==> src/rtl/rle_pkg.sv <==
// Shared format definitions for the RLE compressor/decoder pair.
// A compressed word holds two (count, byte) pairs; pair0 sits in the low half.
package rle_pkg;

    localparam int unsigned CNT_W      = 8;
    localparam int unsigned BYTE_W     = 8;
    localparam int unsigned WORD_BYTES = 4;

    localparam int unsigned CNT0_LO  = 0;
    localparam int unsigned BYTE0_LO = 8;
    localparam int unsigned CNT1_LO  = 16;
    localparam int unsigned BYTE1_LO = 24;

    typedef enum logic [2:0] {
        StIdle,
        StRdReq,
        StRdWait,
        StExpand,
        StWr,
        StFlush,
        StFin
    } rle_state_t;

endpackage

==> src/rtl/rle_byte_packer.sv <==
// Accumulates decoded bytes little-endian into one 32-bit word; unused bytes read as zero.
module rle_byte_packer
    import rle_pkg::*;
(
    input  logic              clk,
    input  logic              nreset,
    input  logic              clear,
    input  logic              valid,
    input  logic [BYTE_W-1:0] in_byte,
    output logic              full,
    output logic              nonempty,
    output logic [31:0]       word
);

    logic [2:0]  fill;
    logic [31:0] data;

    always_ff @(posedge clk or negedge nreset) begin
        if (!nreset) begin
            data <= '0;
            fill <= '0;
        end else if (clear) begin
            data <= '0;
            fill <= '0;
        end else if (valid) begin
            data[{fill[1:0], 3'b000} +: BYTE_W] <= in_byte;
            fill <= fill + 3'd1;
        end
    end

    assign full     = (fill == 3'(WORD_BYTES));
    assign nonempty = (fill != 3'd0);
    assign word     = data;

endmodule

==> src/rtl/rle_decoder.sv <==
// Expands a (count, byte) compressed frame in dpsram back into plaintext,
// reading two pairs per word and writing four decoded bytes per word.
module rle_decoder
    import rle_pkg::*;
#(
    parameter int unsigned ADDR_W = 16
) (
    input  logic              clk,
    input  logic              nreset,
    input  logic              start,
    input  logic [31:0]       rle_addr,
    input  logic [31:0]       rle_size,
    input  logic [31:0]       msg_addr,
    output logic [31:0]       msg_size,
    output logic              done,
    output logic              port_A_clk,
    output logic [ADDR_W-1:0] port_A_addr,
    output logic              port_A_we,
    output logic [31:0]       port_A_data_in,
    input  logic [31:0]       port_A_data_out
);

    rle_state_t        state;
    logic [ADDR_W-1:0] rd_ptr;
    logic [ADDR_W-1:0] wr_ptr;
    logic [31:0]       pairs_left;
    logic [CNT_W-1:0]  run;
    logic [BYTE_W-1:0] run_byte;
    logic              half;
    logic [CNT_W-1:0]  next_run;
    logic [BYTE_W-1:0] next_byte;

    logic        pk_push;
    logic        pk_clear;
    logic        pk_full;
    logic        pk_nonempty;
    logic [31:0] pk_word;

    logic unused_inputs;
    assign unused_inputs = ^{rle_addr[31:ADDR_W], rle_addr[1:0],
                             msg_addr[31:ADDR_W], msg_addr[1:0], rle_size[0]};

    assign port_A_clk = clk;

    // A full packer is drained before any further byte is accepted.
    assign pk_push  = (state == StExpand) && !pk_full && (run != '0);
    assign pk_clear = ((state == StIdle) && start) || (state == StWr) || (state == StFlush);

    rle_byte_packer u_packer (
        .clk      (clk),
        .nreset   (nreset),
        .clear    (pk_clear),
        .valid    (pk_push),
        .in_byte  (run_byte),
        .full     (pk_full),
        .nonempty (pk_nonempty),
        .word     (pk_word)
    );

    always_ff @(posedge clk or negedge nreset) begin
        if (!nreset) begin
            state          <= StIdle;
            rd_ptr         <= '0;
            wr_ptr         <= '0;
            pairs_left     <= '0;
            run            <= '0;
            run_byte       <= '0;
            half           <= 1'b0;
            next_run       <= '0;
            next_byte      <= '0;
            msg_size       <= '0;
            done           <= 1'b0;
            port_A_addr    <= '0;
            port_A_we      <= 1'b0;
            port_A_data_in <= '0;
        end else begin
            case (state)
                StIdle: begin
                    if (start) begin
                        rd_ptr     <= {rle_addr[ADDR_W-1:2], 2'b00};
                        wr_ptr     <= {msg_addr[ADDR_W-1:2], 2'b00};
                        pairs_left <= {1'b0, rle_size[31:1]};
                        msg_size   <= '0;
                        done       <= 1'b0;
                        if (rle_size[31:1] == '0) begin
                            state <= StFin;
                        end else begin
                            port_A_addr <= {rle_addr[ADDR_W-1:2], 2'b00};
                            port_A_we   <= 1'b0;
                            state       <= StRdReq;
                        end
                    end
                end
                StRdReq: begin
                    state <= StRdWait;
                end
                StRdWait: begin
                    run        <= port_A_data_out[CNT0_LO +: CNT_W];
                    run_byte   <= port_A_data_out[BYTE0_LO +: BYTE_W];
                    next_run   <= port_A_data_out[CNT1_LO +: CNT_W];
                    next_byte  <= port_A_data_out[BYTE1_LO +: BYTE_W];
                    half       <= 1'b0;
                    pairs_left <= pairs_left - 32'd1;
                    rd_ptr     <= rd_ptr + ADDR_W'(WORD_BYTES);
                    state      <= StExpand;
                end
                StExpand: begin
                    if (pk_full) begin
                        port_A_we      <= 1'b1;
                        port_A_addr    <= wr_ptr;
                        port_A_data_in <= pk_word;
                        state          <= StWr;
                    end else if (run != '0) begin
                        run      <= run - 1'b1;
                        msg_size <= msg_size + 32'd1;
                    end else if (pairs_left == '0) begin
                        if (pk_nonempty) begin
                            port_A_we      <= 1'b1;
                            port_A_addr    <= wr_ptr;
                            port_A_data_in <= pk_word;
                            state          <= StFlush;
                        end else begin
                            state <= StFin;
                        end
                    end else if (!half) begin
                        half       <= 1'b1;
                        run        <= next_run;
                        run_byte   <= next_byte;
                        pairs_left <= pairs_left - 32'd1;
                    end else begin
                        port_A_addr <= rd_ptr;
                        state       <= StRdReq;
                    end
                end
                StWr: begin
                    port_A_we <= 1'b0;
                    wr_ptr    <= wr_ptr + ADDR_W'(WORD_BYTES);
                    state     <= StExpand;
                end
                StFlush: begin
                    port_A_we <= 1'b0;
                    wr_ptr    <= wr_ptr + ADDR_W'(WORD_BYTES);
                    state     <= StFin;
                end
                StFin: begin
                    port_A_we <= 1'b0;
                    done      <= 1'b1;
                    state     <= StIdle;
                end
                default: begin
                    state <= StIdle;
                end
            endcase
        end
    end

endmodule
==> config.mk <==
export PLATFORM = sky130hd
export DESIGN_NAME = rle_decoder
export DESIGN_NICKNAME = d
export VERILOG_FILES = /design/src/rtl/rle_pkg.sv /design/src/rtl/rle_byte_packer.sv /design/src/rtl/rle_decoder.sv
export SDC_FILE = /design/constraint.sdc
export NUM_CORES = 1
export LEC_CHECK = 0
export CORE_UTILIZATION = 52
export DETAILED_ROUTE_END_ITERATION = 16
export PLACE_DENSITY_LB_ADDON = 0.08
export REMOVE_ABC_BUFFERS = 1
export SETUP_SLACK_MARGIN = 0.3
export SLEW_MARGIN = 20
export SYNTH_ARGS = -nofsm -noshare
export SYNTH_HDL_FRONTEND = slang
export SYNTH_SLANG_ARGS = --single-unit
export TNS_END_PERCENT = 1
==> constraint.sdc <==
create_clock -name clk -period 3.6 [get_ports clk]
set_input_delay 0.72 -clock clk [delete_from_list [all_inputs] [get_ports clk]]
set_output_delay 0.72 -clock clk [all_outputs]
set_load 0.1 [all_outputs]
* Yosys cells after proc, flatten, opt, wreduce, memory -nomap -nowiden
Cells that the tools add are included.
** Word-level totals
- Bits in registers :: 217
- Output and inout bits :: 83
- Memories kept :: 0
- Bits in read-only memories :: 0
- Bits in writable memories :: 0
- Latch bits :: 0
- Input bits :: 131
- Word-level logic and storage cells :: 145
** Operators by class
- Bitwise operators :: 0
- Reductions and logical operators :: 36
- Multiply operators :: 0
- Mux-type cells :: 62
- Div/mod/pow operators :: 0
- Add/subtract/negate cells :: 7
- Equality and inequality tests :: 22
- Shifts and indexed selects :: 2
- Order comparisons :: 0
** Operator list (number)
- $mux 32 :: 14
- $mux 16 :: 9
- $pmux 16 s2 :: 3
- $pmux 32 s3 :: 1
- $mux 8 :: 8
- $pmux 32 s2 :: 1
- $add 16x3->16 const B :: 2
- $add 32x1->32 const B :: 1
- $bwmux 32 :: 1
- $logic_not 32->1 :: 1
- $pmux 8 s2 :: 2
- $shift 8x7->32 const A :: 1
- $shiftx 8x7->32 :: 1
- $sub 32x1->32 const B :: 1
- $logic_not 31->1 :: 1
- $mux 3 :: 8
- $reduce_and 6->1 :: 3
- $reduce_and 4->1 :: 4
- $reduce_bool 2->1 :: 8
- $pmux 3 s5 :: 1
- $ne 2x2->1 const B :: 7
- $eq 3x3->1 const B :: 4
- $mux 1 :: 10
- $ne 3x3->1 const B :: 3
- 23 further kinds :: 34

* Longest topological paths before layout
- Word-level depth :: 6
- Depth in mapped cells :: 12
- Gate-level depth less buffers :: 8

* By module
From an unflattened synthesis, not the netlist that was laid out.
** Unflattened totals
- Cells, all modules :: 1129
- Area total of the unflattened synthesis :: 11019.3 um^2
** By module, submodules not included
- rle_decoder :: sequential area each 4429.2 um^2, times used 1, cells an instance 1000, area each 9394.0 um^2
- rle_byte_packer :: sequential area each 875.8 um^2, times used 1, cells an instance 129, area each 1625.3 um^2

==> results.tsv <==
metric	value	unit
dp_hpwl	19.39	mm
drtIter0Drc	524	
drv_slew	0	
cts_setup_buffers	0	
diodes	0	
clock_skew	9.099	ps
cts.clk_slew.worst_paths	60	ps
synthTopCellsByCount	dfrtp_1, nor2_1, nand2_1	
grt_usage	26.30	%
vias	9259	
ys.flop_type	dfrtp_1	
dr.pass1.iters	8	
ys_top_cells_by_area	dfrtp_1, nor2_1, nand2_1, a21oi_1, mux2_2	
ios	214	
antenna_found_initial	0	
crit_type	clk -> out	
hold_class	in -> async	
grt_pass1_vias	8982	
globalplace.congestion	0.8367	
yosys_warnings	0	
critPathLaunchType	clock port	
rrSetupSlack	560	ps
status	complete, no violations	
dp.cells	1522	
ys_seq_elements	212	
postRouteAntennaNets	0	
core_region_area	20360	um2
synth_edf_count	0	
drc_errors	0	
tightest_slew	1048	ps
layout-drive-gt1-share	11.81	%
routed_wl	27.86	mm
rows	52	
post_dp_cell_area	12960	um2
grt_pass1_wl	46.09	mm
grt.overflow.total	0	
arrival	2500	ps
ys_async_sr_fraction	100.0	%
syn_area	10890	um2
grt_max_degree	67	
postSynthAreaPerCell	9.810	um2
clock_latency	610	ps
vias_per_cell	5.916	
synth_top_area_share	48.72	%
ys_seq_area_share	48.72	%
cts_tree	done	
timing.slew.headroom	29.90	%
irDropWorstVdd	944.8	uV
cp-end-kind	primary output	
p_per_area	1026	nW/um2
hold_violations	0	
cts_resized	3	
seqCellArea	5305	um2
syn_inst	1110	
synth_most_common_cell	dfrtp_1	
fin_nets	1421	
final_area	13780	um2
wl_per_cell	17.80	um
yosys.area.top_type	dfrtp_1	
critPathRequiredTime	2880	ps
multi_input_area	5177	um2
initial_core_util	53.47	%
final_cells	1565	
ctsHoldBuffers	0	
rsz0062_at_grt	no	
p_leak	5.937	nW
finalSetupViolCount	0	
synth_cell_types	82	
die_w	146.7	um
cap_viol_max_count	0	
dieHeight	146.7	um
io_buffers	176	
path_max_fanout	2	
syn_to_final_growth	26.53	%
die-area	21520	um2
fillers	1646	
==> cell type report <==
cell class / count / share of cell area, %
Clock buffer: 40 / 5.812
Multi-Input combinational cell: 814 / 37.58
Clock inverter: 4 / 0.1816
Inverter: 17 / 0.4631
Sequential cell: 212 / 38.50
Timing Repair Buffer: 208 / 15.01
Tap cell: 270 / 2.452
==> logic make-up after synthesis <==
logic type,Yosys count,share of synthesized area (%)
AND/OR/NAND/NOR,431,19.22
buffers and inverters,84,4.022
adder cells (fa/ha/maj),10,1.149
multiplexers,70,7.572
AO/OA/AOI/OAI,279,17.39
flip-flops,212,48.72
XOR/XNOR,24,1.930
==> routing by layer <==
layer	track usage, %	vias up	share of wire (%)
li1	-	4412	-
met1	36.47	4557	45
met2	44.15	247	49
met3	2.950	43	4.5
met4	6.563	0	1.8
met5	0	-	0
==> power by group <==
part	total, W	internal [W]	switching [W]
clock	0.00255	0.00151	0.00104
sequential	0.00437	0.00336	0.00101
combinational	0.00722	0.00241	0.00481
total	0.0141	0.00728	0.00686
==> through the flow <==
| stage | setup WS [ps] | hold slack, ps | total power (W) | TNS, ps | utilization [%] |
|---|---|---|---|---|---|
| 5_1_grt | 371.2 | 139.3 | 0.01492 | 0 | 67.66 |
| 4_1_cts | 301.3 | 118.4 | 0.01417 | 0 | 67.65 |
| 6_report | 381.4 | 104.0 | 0.01414 | 0 | 67.66 |
| 3_3_place_gp | 140.4 | 458.5 | 0.01151 | 0 | 63.64 |
| 3_5_place_dp | 89.42 | 462.2 | 0.01169 | 0 | 63.64 |
| 2_1_floorplan | -808.2 | 424.4 | 0.009482 | -22680 | - |
==> state kept, by name, indices dropped and copies added, names as in the netlist, 14 cells and up <==
register and count:
u_packer.word 32, port_A_addr 15, pairs_left 32, wr_ptr 14
port_A_data_in 32, msg_size 32, rd_ptr 14
==> final timing paths <==
| check | depth (start not counted) | endpoint | startpoint |
|---|---|---|---|
| max | 3 | port_A_clk | clk |
| min | 1 | u_packer.word[0]$_DFFE_PN0P_ | nreset |
| max reg2reg | 9 | pairs_left[7]$_DFFE_PN0P_ | run[0]$_DFFE_PN0P_ |
| min reg2reg | 2 | next_byte[2]$_DFFE_PN0P_ | next_byte[2]$_DFFE_PN0P_ |
| max in group asynchronous | 2 | port_A_we$_DFFE_PN0P_ | nreset |
| min in group clk | 2 | next_byte[2]$_DFFE_PN0P_ | next_byte[2]$_DFFE_PN0P_ |
==> cells in the final DEF (no fill, tap or decap), types with 16 or more instances in the layout <==
cell and instances:
a21oi_1 79, a22o_1 21, buf_4 31, clkbuf_16 26
clkdlybuf4s50_1 170, dfrtp_1 212, inv_1 17, mux2_2 25
mux2_4 18, mux2i_1 25, nand2_1 125, nand3_1 27
nand4_1 18, nor2_1 124, nor3_1 33, nor4_1 37
o21ai_0 54, xnor2_1 16
==> worst max-delay path, cell delays in order <==
cell	delay [ps]
clkbuf_16	120
clkbuf_16	130
clkdlybuf4s15_2	450
No activity file was read; power rests on OpenSTA's default activity.
